===== src/rtl/occ_step_ctrl.sv =====
// One FM-index backward-search extension step: two Occ ROM reads plus C offset.
// Optional macro OCC_EMPTY_SKIP_EN answers already-empty intervals without ROM access.
module occ_step_ctrl (
   input  logic        clk,
   input  logic        rst_n,
   input  logic        req_valid,
   output logic        req_ready,
   input  logic [1:0]  req_base,
   input  logic [7:0]  req_k,
   input  logic [7:0]  req_l,
   input  logic [31:0] c_table,
   output logic        occ_ce,
   output logic [7:0]  occ_addr,
   input  logic [31:0] occ_data,
   output logic        rsp_valid,
   input  logic        rsp_ready,
   output logic [7:0]  rsp_k,
   output logic [7:0]  rsp_l,
   output logic        rsp_empty,
   output logic        rsp_ovf
);

   typedef enum logic [1:0] {IDLE, RD_K, RD_L, RESP} state_t;

   state_t      state, state_nxt;
   logic [1:0]  base_q;
   logic [7:0]  k_q, l_q, cb_q, ok_q;
   logic [7:0]  lane_now;
   logic [8:0]  k9, l9;
   logic        skip_now;

   function automatic logic [7:0] lane_sel(input logic [31:0] w, input logic [1:0] b);
      case (b)
         2'd0:    lane_sel = w[7:0];
         2'd1:    lane_sel = w[15:8];
         2'd2:    lane_sel = w[23:16];
         default: lane_sel = w[31:24];
      endcase
   endfunction

   assign lane_now = lane_sel(occ_data, base_q);
   assign k9 = {1'b0, cb_q} + {1'b0, ok_q} + 9'd1;
   assign l9 = {1'b0, cb_q} + {1'b0, lane_now};

`ifdef OCC_EMPTY_SKIP_EN
   assign skip_now = (req_k > req_l);
`else
   assign skip_now = 1'b0;
`endif

   always_ff @(posedge clk) begin
      if (!rst_n) state <= IDLE;
      else        state <= state_nxt;
   end

   always_comb begin
      state_nxt = state;
      req_ready = 1'b0;
      rsp_valid = 1'b0;
      occ_ce    = 1'b0;
      occ_addr  = 8'h00;
      case (state)
         IDLE: begin
            req_ready = 1'b1;
            if (req_valid) state_nxt = skip_now ? RESP : RD_K;
         end
         RD_K: begin
            occ_ce    = 1'b1;
            // k=0 wraps to 0xFF, where the ROM holds the -1 row (zero)
            occ_addr  = k_q - 8'd1;
            state_nxt = RD_L;
         end
         RD_L: begin
            occ_ce    = 1'b1;
            occ_addr  = l_q;
            state_nxt = RESP;
         end
         RESP: begin
            rsp_valid = 1'b1;
            if (rsp_ready) state_nxt = IDLE;
         end
         default: state_nxt = IDLE;
      endcase
   end

   always_ff @(posedge clk) begin
      if (!rst_n) begin
         base_q    <= 2'd0;
         k_q       <= 8'h00;
         l_q       <= 8'h00;
         cb_q      <= 8'h00;
         ok_q      <= 8'h00;
         rsp_k     <= 8'h00;
         rsp_l     <= 8'h00;
         rsp_empty <= 1'b0;
         rsp_ovf   <= 1'b0;
      end else begin
         case (state)
            IDLE: begin
               if (req_valid) begin
                  base_q <= req_base;
                  k_q    <= req_k;
                  l_q    <= req_l;
                  cb_q   <= lane_sel(c_table, req_base);
                  if (skip_now) begin
                     rsp_k     <= req_k;
                     rsp_l     <= req_l;
                     rsp_empty <= 1'b1;
                     rsp_ovf   <= 1'b0;
                  end
               end
            end
            RD_K: ok_q <= lane_now;
            RD_L: begin
               rsp_k     <= k9[7:0];
               rsp_l     <= l9[7:0];
               rsp_ovf   <= k9[8] | l9[8];
               rsp_empty <= (k9 > l9);
            end
            default: ;
         endcase
      end
   end

endmodule

===== config.mk =====
export PLATFORM = sky130hd
export DESIGN_NAME = occ_step_ctrl
export DESIGN_NICKNAME = d
export VERILOG_FILES = /design/src/rtl/occ_step_ctrl.sv
export SDC_FILE = /design/constraint.sdc
export NUM_CORES = 1
export LEC_CHECK = 0
export CAP_MARGIN = 0
export CORE_UTILIZATION = 25
export DETAILED_ROUTE_END_ITERATION = 8
export GPL_TIMING_DRIVEN = 1
export HOLD_SLACK_MARGIN = 0.03
export PLACE_DENSITY = 0.53
export SYNTH_ARGS = -nofsm -noshare
export SYNTH_HDL_FRONTEND = slang
export SYNTH_SLANG_ARGS = --single-unit

===== constraint.sdc =====
create_clock -name clk -period 3.59 [get_ports clk]
set_input_delay 0.359 -clock clk [delete_from_list [all_inputs] [get_ports clk]]
set_output_delay 0.359 -clock clk [all_outputs]
set_load 0.005 [all_outputs]

==> results of run 1 <==
==> cells by family (layout without fill, tap and decap cells) <==
kind of cell               count (synthesis)  count (layout)  synth area share (%)
and+or+nand+nor                          148             148                  20.1
buffers and inverters                     37             143                  4.17
muxes                                     27              27                  13.1
xor gates and xnor gates                  11              11                  2.68
AOI/OAI and AO/OA                         98              98                  18.1
DFF                                       54              54                  30.0
adders and majority gates                 33              33                  11.9
==> power breakdown <==
| part | switching, uW | internal, uW | leakage [uW] |
|---|---|---|---|
| clock | 239 | 335 | 0.0000848 |
| sequential | 127 | 750 | 0.000441 |
| combinational | 863 | 823 | 0.00140 |
| total | 1230 | 1910 | 0.00193 |
==> area by class of cell <==
cell class	count	area (sq um)
Multi-Input combinational cell	317	2370
Sequential cell	54	1080
Fill cell	1442	8890
Tap cell	180	225
Inverter	14	52.6
Clock buffer	5	125
Clock inverter	3	47.5
Timing Repair Buffer	121	1190
==> worst max-delay path, stage by stage, from the launching register on <==
cell	delay, ns
dfxtp_1	0.49
buf_4	0.25
mux4_2	0.53
ha_1	0.35
o21ai_0	0.12
a21oi_1	0.26
o21a_1	0.18
o21bai_1	0.08
ha_1	0.31
a211oi_1	0.20
nor3_1	0.07
nor3_1	0.13
a21boi_0	0.10
==> per-stage QoR <==
step	worst slack, ns	power, uW	hold WS [ns]	area (sq um)
3_5_place_dp	0.229	2580	0.451	4920
2_1_floorplan	0.714	1960	0.436	3600
6_report	0.410	3140	0.460	5090
5_1_grt	0.0484	3400	0.480	5090
3_3_place_gp	0.268	2560	0.447	4920
4_1_cts	0.380	3180	0.462	5090
==> sequential cells by signal, summed over array words and instances (netlist names) <==
register / flops
l_q: 8
rsp_ovf: 1
cb_q: 8
base_q: 2
k_q: 8
rsp_k: 8
ok_q: 8
rsp_empty: 1
rsp_l: 8
state: 2
==> path summary, 6_finish.rpt <==
path                            depth (start not counted)   endpoint
worst min-delay path                                    2     l_q[3]
worst max register to register                         12  rsp_empty
worst min register to register                          2     l_q[3]
worst max-delay path                                   12  rsp_empty
==> cells in the final DEF (no fill, tap or decap), drive strengths merged, types with 3 or more instances in the layout <==
| cell | netlist | final |
|---|---|---|
| clkdlybuf4s50 | 0 | 114 |
| nand2 | 59 | 59 |
| dfxtp | 54 | 54 |
| a21oi | 38 | 38 |
| nor2 | 32 | 32 |
| ha | 31 | 31 |
| mux4 | 16 | 16 |
| inv | 14 | 16 |
| nand3 | 13 | 13 |
| mux2i | 11 | 11 |
| a211oi | 8 | 8 |
| nor2b | 7 | 7 |
| xor2 | 7 | 7 |
| o211ai | 7 | 7 |
| buf | 9 | 7 |
| o21ai | 7 | 7 |
| or2 | 6 | 6 |
| nand2b | 6 | 6 |
| o21a | 5 | 5 |
| a21boi | 5 | 5 |
| nand4b | 5 | 5 |
| nor3 | 5 | 5 |
| clkbuf | 14 | 5 |
| o31ai | 5 | 5 |
| xnor2 | 4 | 4 |
| and3 | 4 | 4 |
| a21o | 3 | 3 |
| a22oi | 3 | 3 |
| o21bai | 3 | 3 |
| a31oi | 3 | 3 |
==> Yosys cell counts, drive strengths merged (6+ instances only) <==
| cell | number |
|---|---|
| a211oi | 8 |
| a21oi | 38 |
| buf | 9 |
| clkbuf | 14 |
| dfxtp | 54 |
| ha | 31 |
| inv | 14 |
| mux2i | 11 |
| mux4 | 16 |
| nand2 | 59 |
| nand2b | 6 |
| nand3 | 13 |
| nor2 | 32 |
| nor2b | 7 |
| o211ai | 7 |
| o21ai | 7 |
| or2 | 6 |
| xor2 | 7 |
==> routing by layer <==
metal  global-route usage, %  routed length, um  vias up
li1                        -                  -     1684
met1                    18.9               4980     1533
met2                    23.6               4750      101
met3                    3.75                691        7
met4                    3.09                113        0
met5                       0                  0        -
==> summary.md, run 1 <==
| Metric | Value |
|---|---|
| RSZ-0062 raised after global routing | no |
| Clk buf depth | 2 |
| Dpl hpwl | 8440 um |
| WP data arrival | 3.37 ns |
| Initial antenna violation count | 0 |
| Cts repair resizes | 0 |
| Vias in the first global route | 3244 |
| H-tree levels | 2 |
| Buffers on Ports | 114 |
| Worst Setup Path Type | flip-flop to flip-flop |
| FP Rows | 43 |
| Worst hold path class | flip-flop to flip-flop |
| Critical path endpoint category | flip-flop |
| Drt first pass iters | 6 |
| Die height | 122 um |
| Worst VDD drop | 0.209 mV |
| Synth top area share | 30.0% |
| PD cells | 616 nW/um^2 |
| Global-route wire length before repair | 16600 um |
| Lkg Pwr | 0.00193 uW |
| Cell taking the most area after synthesis | dfxtp_1 |
| Fin Setup TNS | 0 ns |
| Die width | 122 um |
| CTS sink count | 54 |
| Period utilization | 88.6% |
| Fin nets | 632 |
| Register area share after synthesis | 30.0% |
| Max-cap violations | 0 |
| CTS buffer count | 5 |
| Post-Syn Nets | 527 |
| Synth Instances | 408 |
| Hold_sp | l_q[3] |
| Share of layout cells above drive strength 1 | 8.37% |
| Via count | 3325 |
| RD Place Congestion | 0.805 |
| Minimum clock period | 3.18 ns |
| Top_reg_cell synth | dfxtp_1 |
| Worst-margin pin slew | 0.874 ns |
| TritonCTS clock tree | built |
| I/O pin total | 115 |
| DRT antenna net count | 0 |
| Ranking of synthesized cells by area | dfxtp_1 (30%), ha_1 (11%), mux4_2 (10%) |
| Endpoints failing setup | 0 |
| Number of synthesized flops with an enable pin | 0 |
| # Post-CTS Setup Buffers | 0 |
| FFs w/ async S/R, synth | 0% |
| Util after Layout | 36.4% |
| Largest net degree at the start of global routing | 27 |
| Worst Setup SP | base_q[0] |
| Final Max Tran Viols | 0 |
| GRT Residual Overflow | 0 |
| Reg2Reg Launch Point | base_q[0] |
| Worst reg2reg setup slack | 0.41 ns |
| Max Freq | 314 MHz |
| Initial cell density of the core | 25.7% |
| Final WL | 10500 um |
| Ys Warns | 0 |
| Diodes inserted | 0 |
| Worst EP required | 3.78 ns |
| Die area | 14900 sq um |
| Area of the mapped netlist | 3600 sq um |
| Core ar. | 14000 sq um |
| Number of hold violations in the final report | 0 |
| Root cell of the clock tree | clkbuf_16 |
| Mean Syn Cell Area | 8.82 sq um |
| Post-CTS Hold Fix Bufs | 0 |
| Slew HR | 41.6% |
| Setup Skew | 0.00922 ns |
| Placed cell count | 686 |
| Fin cells | 694 |
| Wire length per cell | 15.2 um |
| Tot GR Track Use | 14.4% |
| Vias/cell | 4.79 |
| FF+latch count, synth | 54 |
| Clock transition at path regs | 0.08 ns |
| Starting DRC count in detailed routing | 200 |
| DRC violations left | 0 |
| CP max FO | 5 |
| Area delta synth->final | 41.5% |
| Status | finished clean |
| Netlist cell types | 52 |
| Clock Latency Late Sink | 0.30 ns |
| Critical Path Start Type | flip-flop |
Note: power is estimated with default switching activity, not from simulation.
==> run 2, diff against run 1 <==
--- a/config.mk
+++ b/config.mk
@@ -8,8 +8,7 @@
 export CAP_MARGIN = 0
 export CORE_UTILIZATION = 25
 export DETAILED_ROUTE_END_ITERATION = 8
-export GPL_TIMING_DRIVEN = 1
-export HOLD_SLACK_MARGIN = 0.03
+export GPL_TIMING_DRIVEN = 0
 export PLACE_DENSITY = 0.53
 export SYNTH_ARGS = -nofsm -noshare
 export SYNTH_HDL_FRONTEND = slang
==> constraint.sdc (replaced) <==
create_clock -name clk -period 3.49 [get_ports clk]
set_input_delay 0.349 -clock clk [delete_from_list [all_inputs] [get_ports clk]]
set_output_delay 0.349 -clock clk [all_outputs]
set_load 0.005 [all_outputs]
==> summary.md, run 2 (same netlist as run 1, synthesis figures left out) <==
| Metric | Value |
|---|---|
| RSZ-0062 raised after global routing | no |
| Setup Skew | 0.00463 ns (-0.00460 ns) |
| Fin Setup TNS | 0 ns (unchanged) |
| Die area | 14900 sq um (unchanged) |
| Critical path endpoint category | flip-flop |
| Worst EP required | 3.67 ns (-0.11 ns) |
| Clock transition at path regs | 0.08 ns (about the same) |
| Root cell of the clock tree | clkbuf_16 |
| Vias in the first global route | 3402 (+4.9%) |
| Final WL | 11000 um (+4.1%) |
| PD cells | 629 nW/um^2 (+2.1%) |
| Share of layout cells above drive strength 1 | 8.90% (+0.54 points) |
| CP max FO | 9 (+4) |
| Wire length per cell | 15.5 um (+2.0%) |
| FP Rows | 43 (unchanged) |
| Via count | 3375 (+1.5%) |
| Post-CTS Hold Fix Bufs | 0 (unchanged) |
| Slew HR | 56.9% (+15 points) |
| DRC violations left | 0 (unchanged) |
| CTS buffer count | 5 (unchanged) |
| Buffers on Ports | 112 (-1.8%) |
| DRT antenna net count | 0 (unchanged) |
| Max Freq | 304 MHz (-3.3%) |
| Minimum clock period | 3.29 ns (+0.110 ns) |
| Clk buf depth | 2 (unchanged) |
| Core ar. | 14000 sq um (unchanged) |
| I/O pin total | 115 (unchanged) |
| CP Cell Sequence | clkbuf_4 -> mux4_2 -> ha_1 -> inv_1 -> fa_1 -> nand2b_1 -> a21oi_4 -> o21a_1 -> o21bai_1 -> ha_1 -> a211oi_1 -> nor3_1 -> nor3_1 -> a21boi_0 |
| Dpl hpwl | 9190 um (+8.9%) |
| Number of hold violations in the final report | 0 (unchanged) |
| Slowest cell delay on critical path | 0.40 ns (-0.13 ns) |
| Area post-placement | 4950 sq um (+0.51%) |
| Die width | 122 um (unchanged) |
| Most frequent cells in the layout | clkdlybuf4s50_1 (112), nand2_1 (59), dfxtp_1 (54) |
| Lkg Pwr | 0.00194 uW (+0.48%) |
| Diodes inserted | 0 (unchanged) |
| GRT Residual Overflow | 0 (unchanged) |
| Starting DRC count in detailed routing | 124 (-38%) |
| Max-cap violations | 0 (unchanged) |
| Worst hold path class | input pin to flip-flop |
| Die height | 122 um (unchanged) |
| WP data arrival | 3.47 ns (+0.10 ns) |
| Period utilization | 94.3% (+5.7 points) |
| Final Max Tran Viols | 0 (unchanged) |
| CTS sink count | 54 (unchanged) |
| Worst-margin pin slew | 0.646 ns (-0.229 ns) |
| Slowest-stage cell, CP | fa_1 |
| Vias/cell | 4.77 (-0.50%) |
| Critical Path Start Type | flip-flop |
| Largest net degree at the start of global routing | 20 (-26%) |
| TritonCTS clock tree | built |
| Status | finished clean |
| Worst VDD drop | 0.228 mV (+9.2%) |
| Tot GR Track Use | 15.2% (+0.77 points) |
| Drt first pass iters | 4 (-2) |
| Area delta synth->final | 42.3% |
| Final instance area | 5120 sq um (+0.54%) |
| Total power | 3220 uW (+2.6%) |
| H-tree levels | 2 (unchanged) |
| Global-route wire length before repair | 17500 um (+5.2%) |
| Util after Layout | 36.6% (+0.20 points) |
| Commonest non-fill, non-tap cell in the layout | clkdlybuf4s50_1 |
| Clock Latency Late Sink | 0.30 ns (about the same) |
| Fin nets | 646 (+2.2%) |
| Initial antenna violation count | 0 (unchanged) |
| Initial cell density of the core | 25.7% (unchanged) |
| Worst Setup Path Type | flip-flop to flip-flop |
| Endpoints failing setup | 0 (unchanged) |
| RD Place Congestion | 0.862 (+7.0%) |
[run 2: cell count changes in the layout (fill, tap and decap cells not counted), sizes merged]
cell / change
bufinv: -1
clkbuf: +16
clkinv: +1
clkdlybuf4s50: -2
[run 2: final timing paths]
| path | endpoint | cells past startpoint | slack [ns] | start |
|---|---|---|---|---|
| setup reg to reg | rsp_empty | 14 | 0.20 | base_q[1] |
| hold reg to reg | l_q[1] | 2 | 0.46 | l_q[1] |
| hold / removal | base_q[0] | 3 | 0.42 | req_base[0] |
| setup / recovery | rsp_empty | 14 | 0.20 | base_q[1] |
[run 2: per-stage QoR]
stage / hold slack [ns] / cells / setup WS, ns
3_5_place_dp: 0.450 / 700 / -0.135
4_1_cts: 0.433 / 708 / 0.00666
6_report: 0.424 / 708 / 0.200
3_3_place_gp: 0.450 / 700 / -0.132
2_1_floorplan: 0.436 / 408 / 0.614
5_1_grt: 0.474 / 708 / 0.00848
[run 2: final cells by class]
class	count	area, sq um
fillers	1461	8870
multi-input cells	317	2380
well taps	180	225
clock inverters	3	28.8
flip-flops and latches	54	1080
repair buffers	112	1120
clock buffers	5	125
plain buffers	23	103
inverters	14	52.6
[run 2: critical path, delay by kind of cell (launching register included)]
| family | cells | cell delay [ns] |
|---|---|---|
| compound gates | 5 | 0.82 |
| fa+ha+maj | 3 | 0.90 |
| buf+inv | 2 | 0.27 |
| flops | 1 | 0.31 |
| mux | 1 | 0.38 |
| simple gates | 3 | 0.47 |
[run 2: power by group]
group,switching [uW],total (uW),internal (uW)
Combinational,931,1790,862
Clock,258,534,276
Sequential,122,893,771
[run 2: what timing repair did]
item / in CTS / in global routing
endpoints found under the setup margin: 1 / 1
pin swaps: 0 / 0
buffers inserted: 0 / 0
resized for setup: 1 / 6
[run 2: routing by layer]
metal  vias to the layer above  track usage (%)  wire length (um)
met1                      1564             19.1              5040
li1                       1719                -                 -
met3                         7             3.70               633
met4                         0             3.55               124
met2                        85             26.0              5160
met5                         -                0                 0
==> run 3, diff against run 2 <==
--- a/config.mk
+++ b/config.mk
@@ -10,6 +10,7 @@
 export DETAILED_ROUTE_END_ITERATION = 8
 export GPL_TIMING_DRIVEN = 0
 export PLACE_DENSITY = 0.53
+export SKIP_LAST_GASP = 1
 export SYNTH_ARGS = -nofsm -noshare
 export SYNTH_HDL_FRONTEND = slang
 export SYNTH_SLANG_ARGS = --single-unit
==> results of run 3 <==
No change in the layout: final DEF, timing and power equal those of run 2.
